$ cat src/rtl/uart_rx_param_pkg.sv
// Shared types and helpers for the parametrised UART receiver.
package uart_rx_pkg;

    typedef enum logic [2:0] {
        ST_IDLE   = 3'd0,
        ST_START  = 3'd1,
        ST_DATA   = 3'd2,
        ST_PARITY = 3'd3,
        ST_STOP   = 3'd4,
        ST_PUSH   = 3'd5
    } rx_state_t;

    localparam int unsigned PAR_NONE      = 0;
    localparam int unsigned PAR_EVEN      = 1;
    localparam int unsigned PAR_ODD       = 2;
    localparam int unsigned MAX_DATA_BITS = 9;

    // Expected parity bit for a (zero-extended) data word.
    function automatic logic calc_parity(input logic [MAX_DATA_BITS-1:0] data,
                                         input int unsigned mode);
        return (^data) ^ (mode == PAR_ODD);
    endfunction

endpackage

$ cat src/rtl/uart_rx_param_if.sv
// Receive-side bus between the UART receiver and the packet processor.
interface uart_rx_param_if #(
    parameter int unsigned DATA_BITS  = 8,
    parameter int unsigned FIFO_DEPTH = 4
) ();
    localparam int unsigned CW = $clog2(FIFO_DEPTH) + 1;

    logic                 data_read;
    logic [DATA_BITS-1:0] rx_data;
    logic                 data_ready;
    logic [CW-1:0]        fifo_count;
    logic                 overrun_error;
    logic                 framing_error;
    logic                 parity_error;

    modport master (
        input  data_read,
        output rx_data, data_ready, fifo_count,
        output overrun_error, framing_error, parity_error
    );

    modport slave (
        output data_read,
        input  rx_data, data_ready, fifo_count,
        input  overrun_error, framing_error, parity_error
    );
endinterface

$ cat src/rtl/uart_rx_param_rx_fifo.sv
// First-word-fall-through receive FIFO; simultaneous push/pop allowed even when full.
module rx_fifo #(
    parameter int unsigned WIDTH = 8,
    parameter int unsigned DEPTH = 4
) (
    input  logic                     clk,
    input  logic                     n_rst,
    input  logic                     push,
    input  logic                     pop,
    input  logic [WIDTH-1:0]         wdata,
    output logic [WIDTH-1:0]         rdata,
    output logic                     empty,
    output logic                     full,
    output logic [$clog2(DEPTH):0]   count
);
    localparam int unsigned AW = $clog2(DEPTH);

    logic [WIDTH-1:0] mem_q [DEPTH];
    logic [AW-1:0]    wr_ptr_q, wr_ptr_d;
    logic [AW-1:0]    rd_ptr_q, rd_ptr_d;
    logic [AW:0]      count_q, count_d;
    logic             do_push, do_pop;

    assign empty   = (count_q == '0);
    assign full    = (count_q == (AW+1)'(DEPTH));
    assign do_pop  = pop & ~empty;
    assign do_push = push & (~full | do_pop);

    always_comb begin
        wr_ptr_d = wr_ptr_q;
        rd_ptr_d = rd_ptr_q;
        count_d  = count_q;
        if (do_push) wr_ptr_d = wr_ptr_q + AW'(1);
        if (do_pop)  rd_ptr_d = rd_ptr_q + AW'(1);
        case ({do_push, do_pop})
            2'b10:   count_d = count_q + (AW+1)'(1);
            2'b01:   count_d = count_q - (AW+1)'(1);
            default: count_d = count_q;
        endcase
    end

    always_ff @(posedge clk or negedge n_rst) begin
        if (!n_rst) begin
            wr_ptr_q <= '0;
            rd_ptr_q <= '0;
            count_q  <= '0;
        end else begin
            wr_ptr_q <= wr_ptr_d;
            rd_ptr_q <= rd_ptr_d;
            count_q  <= count_d;
        end
    end

    always_ff @(posedge clk) begin
        if (do_push) mem_q[wr_ptr_q] <= wdata;
    end

    // Head is forced to zero while empty so the output reads 0 out of reset.
    assign rdata = empty ? '0 : mem_q[rd_ptr_q];
    assign count = count_q;

endmodule

$ cat src/rtl/uart_rx_param.sv
// Oversampled UART receiver: synchroniser, bit timer, frame FSM and error flags
// feeding a FWFT receive FIFO.
module uart_rx_param
    import uart_rx_pkg::*;
#(
    parameter int unsigned DATA_BITS    = 8,
    parameter int unsigned CLKS_PER_BIT = 10,
    parameter int unsigned PARITY_MODE  = 0,
    parameter int unsigned STOP_BITS    = 1,
    parameter int unsigned FIFO_DEPTH   = 4
) (
    input  logic             clk,
    input  logic             n_rst,
    input  logic             serial_in,
    uart_rx_param_if.master  rx_if
);
    localparam int unsigned HALF = CLKS_PER_BIT / 2;
    localparam int unsigned TW   = $clog2(CLKS_PER_BIT);
    localparam int unsigned BW   = $clog2(DATA_BITS);
    localparam int unsigned CW   = $clog2(FIFO_DEPTH) + 1;

    logic                 sync1_q, sync2_q, line_q;
    rx_state_t            state_q, state_d;
    logic [TW-1:0]        timer_q, timer_d;
    logic [BW-1:0]        cnt_q, cnt_d;
    logic [DATA_BITS-1:0] shift_q, shift_d;
    logic                 framing_q, framing_d;
    logic                 parity_q, parity_d;
    logic                 overrun_q, overrun_d;

    logic                 start_edge, tick, frame_ok, pop_ok, push_c;
    logic                 fifo_empty, fifo_full;
    logic [DATA_BITS-1:0] fifo_rdata;
    logic [CW-1:0]        fifo_count;

    assign start_edge = line_q & ~sync2_q;
    assign tick       = (timer_q == '0);
    assign frame_ok   = ~framing_q & ~parity_q;
    assign pop_ok     = rx_if.data_read & ~fifo_empty;
    assign push_c     = (state_q == ST_PUSH) & frame_ok;

    // Next-state and datapath updates.
    always_comb begin
        state_d   = state_q;
        timer_d   = tick ? TW'(CLKS_PER_BIT - 1) : timer_q - TW'(1);
        cnt_d     = cnt_q;
        shift_d   = shift_q;
        framing_d = framing_q;
        parity_d  = parity_q;
        overrun_d = overrun_q;

        if (pop_ok) overrun_d = 1'b0;

        case (state_q)
            ST_IDLE: begin
                timer_d = TW'(HALF - 1);
                if (start_edge) begin
                    state_d   = ST_START;
                    framing_d = 1'b0;
                    parity_d  = 1'b0;
                end
            end
            ST_START: begin
                if (tick) begin
                    cnt_d   = '0;
                    state_d = sync2_q ? ST_IDLE : ST_DATA;
                end
            end
            ST_DATA: begin
                if (tick) begin
                    shift_d = {sync2_q, shift_q[DATA_BITS-1:1]};
                    cnt_d   = cnt_q + BW'(1);
                    if (cnt_q == BW'(DATA_BITS - 1)) begin
                        cnt_d   = '0;
                        state_d = (PARITY_MODE != PAR_NONE) ? ST_PARITY : ST_STOP;
                    end
                end
            end
            ST_PARITY: begin
                if (tick) begin
                    parity_d = (sync2_q != calc_parity(MAX_DATA_BITS'(shift_q), PARITY_MODE));
                    state_d  = ST_STOP;
                end
            end
            ST_STOP: begin
                if (tick) begin
                    if (!sync2_q) framing_d = 1'b1;
                    cnt_d = cnt_q + BW'(1);
                    if (cnt_q == BW'(STOP_BITS - 1)) state_d = ST_PUSH;
                end
            end
            ST_PUSH: begin
                state_d = ST_IDLE;
                if (frame_ok && fifo_full && !pop_ok) overrun_d = 1'b1;
            end
            default: state_d = ST_IDLE;
        endcase
    end

    always_ff @(posedge clk or negedge n_rst) begin
        if (!n_rst) begin
            sync1_q   <= 1'b1;
            sync2_q   <= 1'b1;
            line_q    <= 1'b1;
            state_q   <= ST_IDLE;
            timer_q   <= '0;
            cnt_q     <= '0;
            shift_q   <= '0;
            framing_q <= 1'b0;
            parity_q  <= 1'b0;
            overrun_q <= 1'b0;
        end else begin
            sync1_q   <= serial_in;
            sync2_q   <= sync1_q;
            line_q    <= sync2_q;
            state_q   <= state_d;
            timer_q   <= timer_d;
            cnt_q     <= cnt_d;
            shift_q   <= shift_d;
            framing_q <= framing_d;
            parity_q  <= parity_d;
            overrun_q <= overrun_d;
        end
    end

    rx_fifo #(
        .WIDTH (DATA_BITS),
        .DEPTH (FIFO_DEPTH)
    ) u_fifo (
        .clk   (clk),
        .n_rst (n_rst),
        .push  (push_c),
        .pop   (rx_if.data_read),
        .wdata (shift_q),
        .rdata (fifo_rdata),
        .empty (fifo_empty),
        .full  (fifo_full),
        .count (fifo_count)
    );

    assign rx_if.rx_data       = fifo_rdata;
    assign rx_if.data_ready    = ~fifo_empty;
    assign rx_if.fifo_count    = fifo_count;
    assign rx_if.overrun_error = overrun_q;
    assign rx_if.framing_error = framing_q;
    assign rx_if.parity_error  = parity_q;

endmodule
$ cat src/flat_wrapper.sv
// flat-port wrapper written by rule: the top's interface ports become plain ports
module uart_rx_param_flat import uart_rx_pkg::*;
#(
    parameter int unsigned DATA_BITS    = 8,
    parameter int unsigned CLKS_PER_BIT = 10,
    parameter int unsigned PARITY_MODE  = 0,
    parameter int unsigned STOP_BITS    = 1,
    parameter int unsigned FIFO_DEPTH   = 4
)
  (clk, n_rst, serial_in, rx_if_data_read, rx_if_rx_data, rx_if_data_ready, rx_if_fifo_count, rx_if_overrun_error, rx_if_framing_error, rx_if_parity_error);
  uart_rx_param_if #(.DATA_BITS(DATA_BITS), .FIFO_DEPTH(FIFO_DEPTH)) rx_if_i ();
  input  logic clk;
  input  logic n_rst;
  input  logic serial_in;
  input wire logic [$bits(rx_if_i.data_read)-1:0] rx_if_data_read;
  output wire logic [$bits(rx_if_i.rx_data)-1:0] rx_if_rx_data;
  output wire logic [$bits(rx_if_i.data_ready)-1:0] rx_if_data_ready;
  output wire logic [$bits(rx_if_i.fifo_count)-1:0] rx_if_fifo_count;
  output wire logic [$bits(rx_if_i.overrun_error)-1:0] rx_if_overrun_error;
  output wire logic [$bits(rx_if_i.framing_error)-1:0] rx_if_framing_error;
  output wire logic [$bits(rx_if_i.parity_error)-1:0] rx_if_parity_error;
  assign rx_if_i.data_read = rx_if_data_read;
  assign rx_if_rx_data = rx_if_i.rx_data;
  assign rx_if_data_ready = rx_if_i.data_ready;
  assign rx_if_fifo_count = rx_if_i.fifo_count;
  assign rx_if_overrun_error = rx_if_i.overrun_error;
  assign rx_if_framing_error = rx_if_i.framing_error;
  assign rx_if_parity_error = rx_if_i.parity_error;
  uart_rx_param #(.DATA_BITS(DATA_BITS), .CLKS_PER_BIT(CLKS_PER_BIT), .PARITY_MODE(PARITY_MODE), .STOP_BITS(STOP_BITS), .FIFO_DEPTH(FIFO_DEPTH)) u_core (.clk(clk), .n_rst(n_rst), .serial_in(serial_in), .rx_if(rx_if_i));
endmodule
$ cat config.mk
export PLATFORM = sky130hd
export DESIGN_NAME = uart_rx_param_flat
export DESIGN_NICKNAME = d
export VERILOG_FILES = /design/src/rtl/uart_rx_param_pkg.sv /design/src/rtl/uart_rx_param_if.sv /design/src/rtl/uart_rx_param_rx_fifo.sv /design/src/rtl/uart_rx_param.sv /design/src/flat_wrapper.sv
export SDC_FILE = /design/constraint.sdc
export NUM_CORES = 1
export LEC_CHECK = 0
export BUFFER_PORTS_ARGS = -buffer_cell sky130_fd_sc_hd__clkbuf_2
export CORE_ASPECT_RATIO = 0.75
export CORE_MARGIN = 1.5
export CORE_UTILIZATION = 54
export CTS_CLUSTER_SIZE = 16
export DETAILED_ROUTE_END_ITERATION = 8
export MAX_ROUTING_LAYER = met4
export PLACE_DENSITY = 0.79
export SLEW_MARGIN = 20
export SYNTH_ARGS = -nofsm -noshare
export SYNTH_HDL_FRONTEND = slang
export SYNTH_SLANG_ARGS = --single-unit
$ cat constraint.sdc
create_clock -name clk -period 2.32 [get_ports clk]
set_clock_uncertainty 0.2 [all_clocks]
set_input_delay 0.232 -clock clk [delete_from_list [all_inputs] [get_ports clk]]
set_output_delay 0.232 -clock clk [all_outputs]
set_load 0.05 [all_outputs]
==> results.toml, run 1 <==
[run]
drv_cap = 0

[detailed_routing]
viasPerCell = 5.417
wl_mm = 4.402
detail_route.wl_per_cell_um = 14.67
ant_nets = 0
dr.pass1.iters = 4
vias = 1625
drtIter0Drc = 79
drc = 0

[critical_path]
r2r_start = "u_core.u_fifo.count[2]"
cp_cell_sequence = "buf_6 > mux4_2 > and2_1 > clkbuf_2"
worst_ep_arrival_time_ns = 1.79
critPathSlowestCell = "mux4_2"
crit_fanout = 10
crit_type = "register to output pin"
crit_family = "multiplexers"
crit_path_start = "u_core.u_fifo.rd_ptr_q[0]"
cpPeakStageDelay_ns = 0.53
reg2reg_setup_slack_ns = 0.15
required_ns = 1.89
startpoint_type = "register"
cp-end-kind = "output pin"
cp_num_buf_inv = 2

[global_routing]
grt-ovfl-total = 0
antenna_found_initial = 0
grt_pass1_wl_mm = 7.431
grtUsageTotal = 0.1876
grt_pass1_vias = 1568
grt_max_degree = 32

[pwr]
p_seq_frac = 0.385
p_sw_w = 0.001530
p_sw_frac = 0.3947
power.share.combinational = 0.409
vdd_drop_max_mv = 0.6658
power_density_nw_per_um2 = 1190
power_w = 0.003877
internal_power_w = 0.002347
p_clk_frac = 0.206
p_leak_nw = 1.363

[floorplan]
core_um2 = 4955
die_height_um = 65.63
fp.dieW_um = 86.50
die_area_um2 = 5677
start_util = 0.5699
ios = 19
num_rows = 22

[sta]
setup_viol = 0
finalMaxSlewViolations = 0
max_freq_ghz = 0.4492
fin_crit_ns = 2.226
worst_pin_slew_ns = 0.7514
worst_hold_slack_ns = 0.09457
hold_viol_final = 0
rsz0062_at_grt = "true"
relSlewSlack = 0.4991
post-route-period-util = 0.9596

[cells_and_area]
fillers = 350
nNetsFinal = 248
final_core_util = 0.6578
insertedDiodeCount = 0
area_growth_pct = 15.42
drive_above_1_share = 0.3208

[clocking]
ctsRootBufferMaster = "clkbuf_8"
cts.path.max_buffers = 2
clock-sinks = 63
path_clk_slew_ns = 0.07
htreeDepth = 3
cts_buffers = 9
cts_tree = "done"
clk_latency_ns = 0.33

[synthesis]
syn_avg_cell_area_um2 = 14.12
synth.area.top_cells = "edfxtp_1 34%, dfrtp_1 25%, mux4_2 6.4%"
synth_top_area_cell = "edfxtp_1"
synth_top_area_frac = 0.3403
syn_nets = 213
ys_types = 38
synth_seq_area_share = 0.6163
synth_area_um2 = 2824
synth_cells = 200
ys_seq_elements = 63
yosysWarnings = 0

[worst_hold_path]
min_from = "rx_if_data_read"
hold_class = "primary input to register"

[placed_design]
numPortBuffers = 18
hpwl_mm = 3.066
place.gp.congestion = 0.8083

[status]
status = "finished clean"
==> metrics by stage <==
stage	setup WS, ns	area [µm²]	instances	TNS [ns]
3_3_place_gp	0.1703	3049	281	0
6_report	0.09379	3259	300	0
2_1_floorplan	-0.1487	2848	200	-0.1487
3_5_place_dp	0.1302	3049	281	0
5_1_grt	-0.01737	3259	300	-0.01737
4_1_cts	0.02675	3243	299	0
==> worst register-to-register path, stage by stage (launching register included) <==
cell and delay (ns):
dfrtp_2 0.40, or3_4 0.40, nand2_4 0.09, nor2_2 0.05, inv_1 0.07, fa_1 0.42
a31oi_1 0.15, o221ai_1 0.13, a22oi_1 0.19
==> what timing repair did <==
item | 4_1_cts | 5_1_grt
hold buffers | 2 | 0
gates resized for setup | 0 | 2
setup endpoints to repair | 0 | 6
buffers inserted | 0 | 1
hold endpoints to repair | 29 | 0
==> synth_stat cells <==
cell and n:
fa_1 1, a32o_1 1, nor4b_4 1, xnor2_1 11, buf_6 1, nand2b_1 4, nor3_2 1, nand4b_1 2
nand3_1 1, a31oi_1 1, xor2_1 3, clkbuf_1 6, nor3_1 6, or3_1 2, mux4_2 8, o221ai_1 1
o31ai_1 2, o21ai_0 9, nor2b_1 1, o211ai_1 1, nor4_1 1, nor4b_1 1, inv_1 9, o21a_1 1
a22oi_1 2, dfrtp_1 28, nand2b_4 1, nor2_1 10, nand2_1 8, or2_2 1, buf_2 2, dfstp_2 3
and2_1 14, edfxtp_1 32, ha_1 8, a22o_1 3, a21oi_1 4, mux2_2 9
==> area by class of cell <==
type	instances	area [µm²]	share of cell area
clock buffer	9	123.9	0.03800
clock inverter	7	50.05	0.01536
inverter	9	33.78	0.01036
multi-input combinational	119	1021	0.3132
sequential	63	1744	0.5351
tap	60	75.07	0.02303
timing repair buffer	33	211.5	0.06488
==> cell families (layout without fill, tap and decap cells) <==
family          Yosys count  count (layout)  share of synthesized area
simple gates             54              54                     0.1134
buf+inv                  18              58                    0.02747
fa+ha+maj                 9               9                    0.04254
flops                    63              63                     0.6163
xor+xnor                 14              14                    0.04342
compound gates           25              25                    0.05716
mux                      17              17                    0.09969
==> path summary, 6_finish.rpt <==
| check | end | cells after the start |
|---|---|---|
| worst min-delay path | u_core.u_fifo.rd_ptr_q[0] | 3 |
| worst min register to register | u_core.sync2_q | 0 |
| min in group asynchronous | u_core.u_fifo.rd_ptr_q[1] | 2 |
| max in group asynchronous | u_core.u_fifo.count[2] | 2 |
| worst max-delay path | rx_if_rx_data[1] | 4 |
| worst max register to register | u_core.u_fifo.count[1] | 8 |
==> per-layer routing <==
layer  global-route usage  share of wire  vias up
met5                    -              0        -
met2               0.2832           0.47       32
met4              0.05444          0.011        0
met3              0.07915          0.045        7
met1               0.2338           0.48      792
li1                     -              -      794
==> cells in the final DEF, fill, tap and decap left out, types with 2 or more instances in the layout <==
master	count
nand2b_1	4
a21oi_1	4
clkinv_2	2
ha_1	8
xnor2_1	11
edfxtp_1	32
inv_1	9
and2_1	14
clkbuf_2	18
nor2_1	9
buf_4	12
nand2_1	7
dfrtp_1	25
a22o_1	3
mux2_2	9
mux4_2	8
xor2_1	3
clkbuf_8	9
dlygate4sd3_1	2
nor3_1	6
clkinvlp_4	3
nand4b_1	2
a22oi_1	2
clkinv_4	2
o21ai_0	9
dfstp_2	3
dfrtp_2	3
o31ai_1	2
==> power groups by stage <==
stage | clock network (W) | registers [W] | logic [W]
4_1_cts | 0.000825 | 0.00149 | 0.00157
3_3_place_gp | 0 | 0.00150 | 0.00154
2_1_floorplan | 0 | 0.00159 | 0.00116
6_report | 0.000799 | 0.00149 | 0.00159
5_1_grt | 0.000883 | 0.00152 | 0.00173
3_5_place_dp | 0 | 0.00151 | 0.00157
==> flip-flops by register name, summed over array words and instances, names as in the netlist <==
signal	count
u_core.cnt_q	3
u_core.line_q	1
u_core.rx_if.framing_error	1
u_core.rx_if.overrun_error	1
u_core.rx_if.parity_error	1
u_core.shift_q	8
u_core.state_q	3
u_core.sync1_q	1
u_core.sync2_q	1
u_core.timer_q	4
u_core.u_fifo.count	3
u_core.u_fifo.mem_q	32
u_core.u_fifo.rd_ptr_q	2
u_core.u_fifo.wr_ptr_q	2
Power figures use the tool's default switching activity.
==> run 2: changes to the inputs <==
Settings changed: ABC_AREA from default to 1.
==> results.toml, run 2 <==
[critical_path]
required_ns = 1.89
crit_fanout = 8
crit_type = "register to output pin"
cp_cell_sequence = "nor2_1 > nand2_2 > inv_1 > a21oi_2 > clkbuf_2"
critPathSlowestCell = "dfrtp_2"
worst_ep_arrival_time_ns = 1.75
cpPeakStageDelay_ns = 0.43
startpoint_type = "register"
crit_family = "buffers and inverters"
cp-end-kind = "output pin"
cp_num_buf_inv = 2

[cells_and_area]
regMostFlops = "u_core.u_fifo.mem_q"
largest_register_ffs = 32
insertedDiodeCount = 0
top_regs = "u_core.u_fifo.mem_q: 32 flops, u_core.shift_q: 8 flops, u_core.timer_q: 4 flops"
final_area_um2 = 3388
area_growth_pct = 14.55
layout_commonest_cell = "nand2_1"
drive_above_1_share = 0.1856
layout_common_cells = "78 x nand2_1, 53 x nor2_1, 36 x inv_1"
nNetsFinal = 369

[pwr]
vdd_drop_max_mv = 0.4245
p_leak_nw = 1.506
power_density_nw_per_um2 = 1242

[worst_hold_path]
hold_class = "primary input to register"

[synthesis]
synth_top_area_frac = 0.3249
syn_nets = 337
synth_area_um2 = 2958
synth_top_area_cell = "edfxtp_1"
synth_seq_area_share = 0.5884
synth.area.top_cells = "edfxtp_1 32%, dfrtp_1 24%, nand2_1 10%"
ys_types = 27
syn_avg_cell_area_um2 = 9.129
ys_seq_elements = 63
synth_edf_count = 32
yosysWarnings = 0
synth_cells = 324
ys_async_sr_fraction = 0.4921
synth_ff_type = "edfxtp_1"
synth.most_common_cell = "nand2_1"
synthTopCellsByCount = "79 x nand2_1, 53 x nor2_1, 36 x inv_1"

[global_routing]
grt_max_degree = 32
grtUsageTotal = 0.2114
use_met1 = 0.2376
met2_usage = 0.3445
grt_pass1_vias = 1992
antenna_found_initial = 0
grtUsageMet3 = 0.07807
grt_pass1_wl_mm = 8.783
grt-ovfl-total = 0
busiest_layer = "met2"

[sta]
fin_crit_ns = 2.178
finalMaxSlewViolations = 0
worst_hold_slack_ns = 0.08331
rsz0062_at_grt = "false"
hold_viol_final = 0
setup_viol = 0
post-route-period-util = 0.9389
max_freq_ghz = 0.4591
relSlewSlack = 0.4773
tns_ns = 0
worst_pin_slew_ns = 0.7840

[detailed_routing]
detail_route.wl_per_cell_um = 12.26
ant_nets = 0
drc = 0
vias = 2167
dr.pass1.iters = 4
viasPerCell = 4.970
wl_mm = 5.346
drtIter0Drc = 96

[floorplan]
start_util = 0.5556
num_rows = 23
die_height_um = 67.10
ios = 19
fp.dieW_um = 88.46
core_um2 = 5324
die_area_um2 = 5935

[clocking]
htreeDepth = 3
cts_tree = "done"
clock-sinks = 63
cts_buffers = 9
cts.path.max_buffers = 2
clk_latency_ns = 0.34
path_clk_slew_ns = 0.07
ctsRootBufferMaster = "clkbuf_8"

[placed_design]
placed_area_um2 = 3199
numPortBuffers = 18
place.gp.congestion = 0.8746
hpwl_mm = 3.763

[run]
drv_cap = 0

[status]
status = "finished clean"
[run 2: changes by cell type in the layout (fill, tap and decap cells not counted), moves of 9 or more]
cell     previous run  this run
nand3_1             1        13
xnor2_1            11         0
inv_1               9        36
mux2_2              9         0
nor2_1              9        53
nand2_1             7        78
o21ai_1             0        11
and2_1             14         0
o21ai_0             9        20
[run 2: metrics by stage]
| stage | power [W] | utilization | worst slack [ns] | std cells |
|---|---|---|---|---|
| 6_report | 0.004207 | 0.6364 | 0.1417 | 436 |
| 5_1_grt | 0.004552 | 0.6364 | 0.02943 | 436 |
| 4_1_cts | 0.004240 | 0.6357 | 0.06792 | 436 |
| 3_5_place_dp | 0.003438 | 0.6009 | 0.2904 | 418 |
| 3_3_place_gp | 0.003379 | 0.6009 | 0.3564 | 418 |
| 2_1_floorplan | 0.003023 | - | 0.1207 | 324 |
[run 2: layout make-up]
type | count | area, µm²
clock buffers | 10 | 127.6
multi-input cells | 216 | 1076
flip-flops and latches | 63 | 1745
well taps | 75 | 93.84
clock inverters | 6 | 37.54
inverters | 40 | 150.1
repair buffers | 26 | 157.7
fillers | 429 | 1936
[run 2: final timing paths]
path	start	to	slack, ns	cells after the start
worst max-delay path	u_core.u_fifo.count[1]	rx_if_rx_data[1]	0.14	5
max in group asynchronous	n_rst	u_core.u_fifo.count[0]	1.09	2
worst min register to register	u_core.sync1_q	u_core.sync2_q	0.16	0
worst max register to register	u_core.u_fifo.count[1]	u_core.u_fifo.count[2]	0.25	11
worst min-delay path	rx_if_data_read	u_core.rx_if.overrun_error	0.08	3
min in group asynchronous	n_rst	u_core.u_fifo.rd_ptr_q[0]	0.30	2
[run 2: what timing repair did]
item	CTS	global route
setup endpoints to repair	0	5
buffers inserted	0	0
resized for setup	0	5
endpoints found under the hold margin	29	0
hold buffers	2	0
[run 2: kinds of logic after synthesis]
logic type,after synthesis,synth area share
buffers and inverters,45,0.05880
XOR/XNOR,3,0.008885
adder cells (fa/ha/maj),9,0.04061
AO/OA/AOI/OAI,46,0.08037
AND/OR/NAND/NOR,158,0.2229
flip-flops,63,0.5884
[run 2: power by group]
part	internal, W	total [W]	leakage, nW	switching (W)
registers	0.00136	0.00151	0.656	0.000149
clock network	0.000380	0.000788	0.0781	0.000408
logic	0.000534	0.00190	0.772	0.00137
[run 2: worst reg2reg max path, delay by kind of cell (launching register included)]
family / cells / cell delay (ns)
AND/OR/NAND/NOR: 8 / 0.86
adder cells (fa/ha/maj): 1 / 0.38
buffers and inverters: 2 / 0.11
flip-flops: 1 / 0.43
[run 2: layer usage]
metal	vias up	wire length, µm
met4	0	91
li1	1110	-
met1	1005	2510
met2	42	2525
met5	-	0
met3	10	218
==> run 3: changes to the inputs <==
Settings changed: CTS_BUF_LIST from default to sky130_fd_sc_hd__clkbuf_4 sky130_fd_sc_hd__clkbuf_8 sky130_fd_sc_hd__clkbuf_16.
==> results.toml, run 3 (synthesis results as in run 2) <==
[status]
status = "finished clean"

[cells_and_area]
largest_register_ffs = 32
insertedDiodeCount = 0
fillers = 430
layout_common_cells = "78 x nand2_1, 53 x nor2_1, 36 x inv_1"
final_area_um2 = 3392
drive_above_1_share = 0.1884
area_growth_pct = 14.68
nNetsFinal = 369
layout_commonest_cell = "nand2_1"
top_regs = "u_core.u_fifo.mem_q: 32 flops, u_core.shift_q: 8 flops, u_core.timer_q: 4 flops"
regMostFlops = "u_core.u_fifo.mem_q"

[pwr]
p_sw_frac = 0.4576
p_leak_nw = 1.509
p_sw_w = 0.001933
power_density_nw_per_um2 = 1245
vdd_drop_max_mv = 0.4254
p_seq_frac = 0.359
power.share.combinational = 0.451
internal_power_w = 0.002291
p_clk_frac = 0.190

[floorplan]
num_rows = 23
die_area_um2 = 5935
fp.dieW_um = 88.46
die_height_um = 67.10
start_util = 0.5556
core_um2 = 5324
ios = 19

[clocking]
cts_tree = "done"
htreeDepth = 3
clk_latency_ns = 0.34
cts_post_setup_buffers_inserted = 0
path_clk_slew_ns = 0.07
cts_buffers = 9
cts.path.max_buffers = 2
clock-sinks = 63
ctsRootBufferMaster = "clkbuf_8"

[global_routing]
grt_pass1_wl_mm = 8.790
grtUsageTotal = 0.2119
antenna_found_initial = 0
grt_pass1_vias = 1986
grt_max_degree = 32
grt-ovfl-total = 0

[detailed_routing]
wl_met3_um = 189
vias = 2151
dr.pass1.iters = 4
detail_route.wl_per_cell_um = 12.31
drtIter0Drc = 95
viasPerCell = 4.933
routed.top_layer = "met4"
drc = 0
wl_mm = 5.366
ant_nets = 0
met1_length_mm = 2.547
route.met2.wl_mm = 2.537

[sta]
worst_pin_slew_ns = 0.7841
tns_ns = 0
rsz0062_at_grt = "false"
finalMaxSlewViolations = 0
relSlewSlack = 0.4773
max_freq_ghz = 0.4585
hold_viol_final = 0
post-route-period-util = 0.9401
fin_crit_ns = 2.181
setup_viol = 0

[placed_design]
place.gp.congestion = 0.8746
hpwl_mm = 3.763
numPortBuffers = 18
placed_area_um2 = 3199

[run]
drv_cap = 0

[worst_hold_path]
hold_class = "primary input to register"
min_from = "rx_if_data_read"

[critical_path]
crit_fanout = 8
required_ns = 1.89
startpoint_type = "register"
crit_path_start = "u_core.u_fifo.count[1]"
worst_ep_arrival_time_ns = 1.75
cp-end-kind = "output pin"
crit_type = "register to output pin"
r2r_start = "u_core.u_fifo.count[1]"
-- run 3: critical path: stages, from the launching register on --
cell	delay, ns
dfrtp_2	0.43
nor2_1	0.24
nand2_2	0.10
inv_1	0.35
a21oi_2	0.05
clkbuf_2	0.25
-- run 3: cell type report --
type | instances | area (µm²) | area share
Sequential cell | 63 | 1745 | 0.5146
Clock inverter | 6 | 37.54 | 0.01107
Clock buffer | 10 | 131.4 | 0.03873
Tap cell | 75 | 93.84 | 0.02767
Timing Repair Buffer | 26 | 157.7 | 0.04648
Multi-Input combinational cell | 216 | 1076 | 0.3172
Inverter | 40 | 150.1 | 0.04426
-- run 3: metal layers --
metal	global-route usage	vias up
met4	0.08594	0
met3	0.07807	10
met5	-	-
met2	0.3435	36
li1	-	1110
met1	0.2401	995
-- run 3: what timing repair did --
action / in CTS / in global routing
gates resized for setup: 0 / 5
endpoints found under the setup margin: 0 / 5
endpoints found under the hold margin: 29 / 0
hold buffers: 2 / 0
-- run 3: path summary, 6_finish.rpt --
path,endpoint,slack (ns),cells after the start
max reg2reg,u_core.u_fifo.count[2],0.25,11
min reg2reg,u_core.sync2_q,0.16,0
max in group asynchronous,u_core.u_fifo.rd_ptr_q[0],1.09,2
min,u_core.rx_if.overrun_error,0.08,3
min in group asynchronous,u_core.u_fifo.rd_ptr_q[1],0.29,2
max,rx_if_rx_data[1],0.14,5
-- run 3: power groups by stage --
stage | combinational [W] | clock [W] | sequential (W)
6_report | 0.00191 | 0.000803 | 0.00151
5_1_grt | 0.00215 | 0.000877 | 0.00154
2_1_floorplan | 0.00142 | 0 | 0.00161
3_3_place_gp | 0.00186 | 0 | 0.00152
3_5_place_dp | 0.00190 | 0 | 0.00154
4_1_cts | 0.00192 | 0.000825 | 0.00151
-- run 3: through the flow --
stage / total power (W) / worst slack, ns / std cells / utilization / hold WS [ns]
6_report: 0.004223 / 0.1389 / 436 / 0.6371 / 0.08237
5_1_grt: 0.004564 / 0.02951 / 436 / 0.6371 / 0.09876
4_1_cts: 0.004253 / 0.06792 / 436 / 0.6364 / 0.07565
3_5_place_dp: 0.003438 / 0.2904 / 418 / 0.6009 / 0.1292
3_3_place_gp: 0.003379 / 0.3564 / 418 / 0.6009 / 0.1198
2_1_floorplan: 0.003023 / 0.1207 / 324 / - / -0.2636
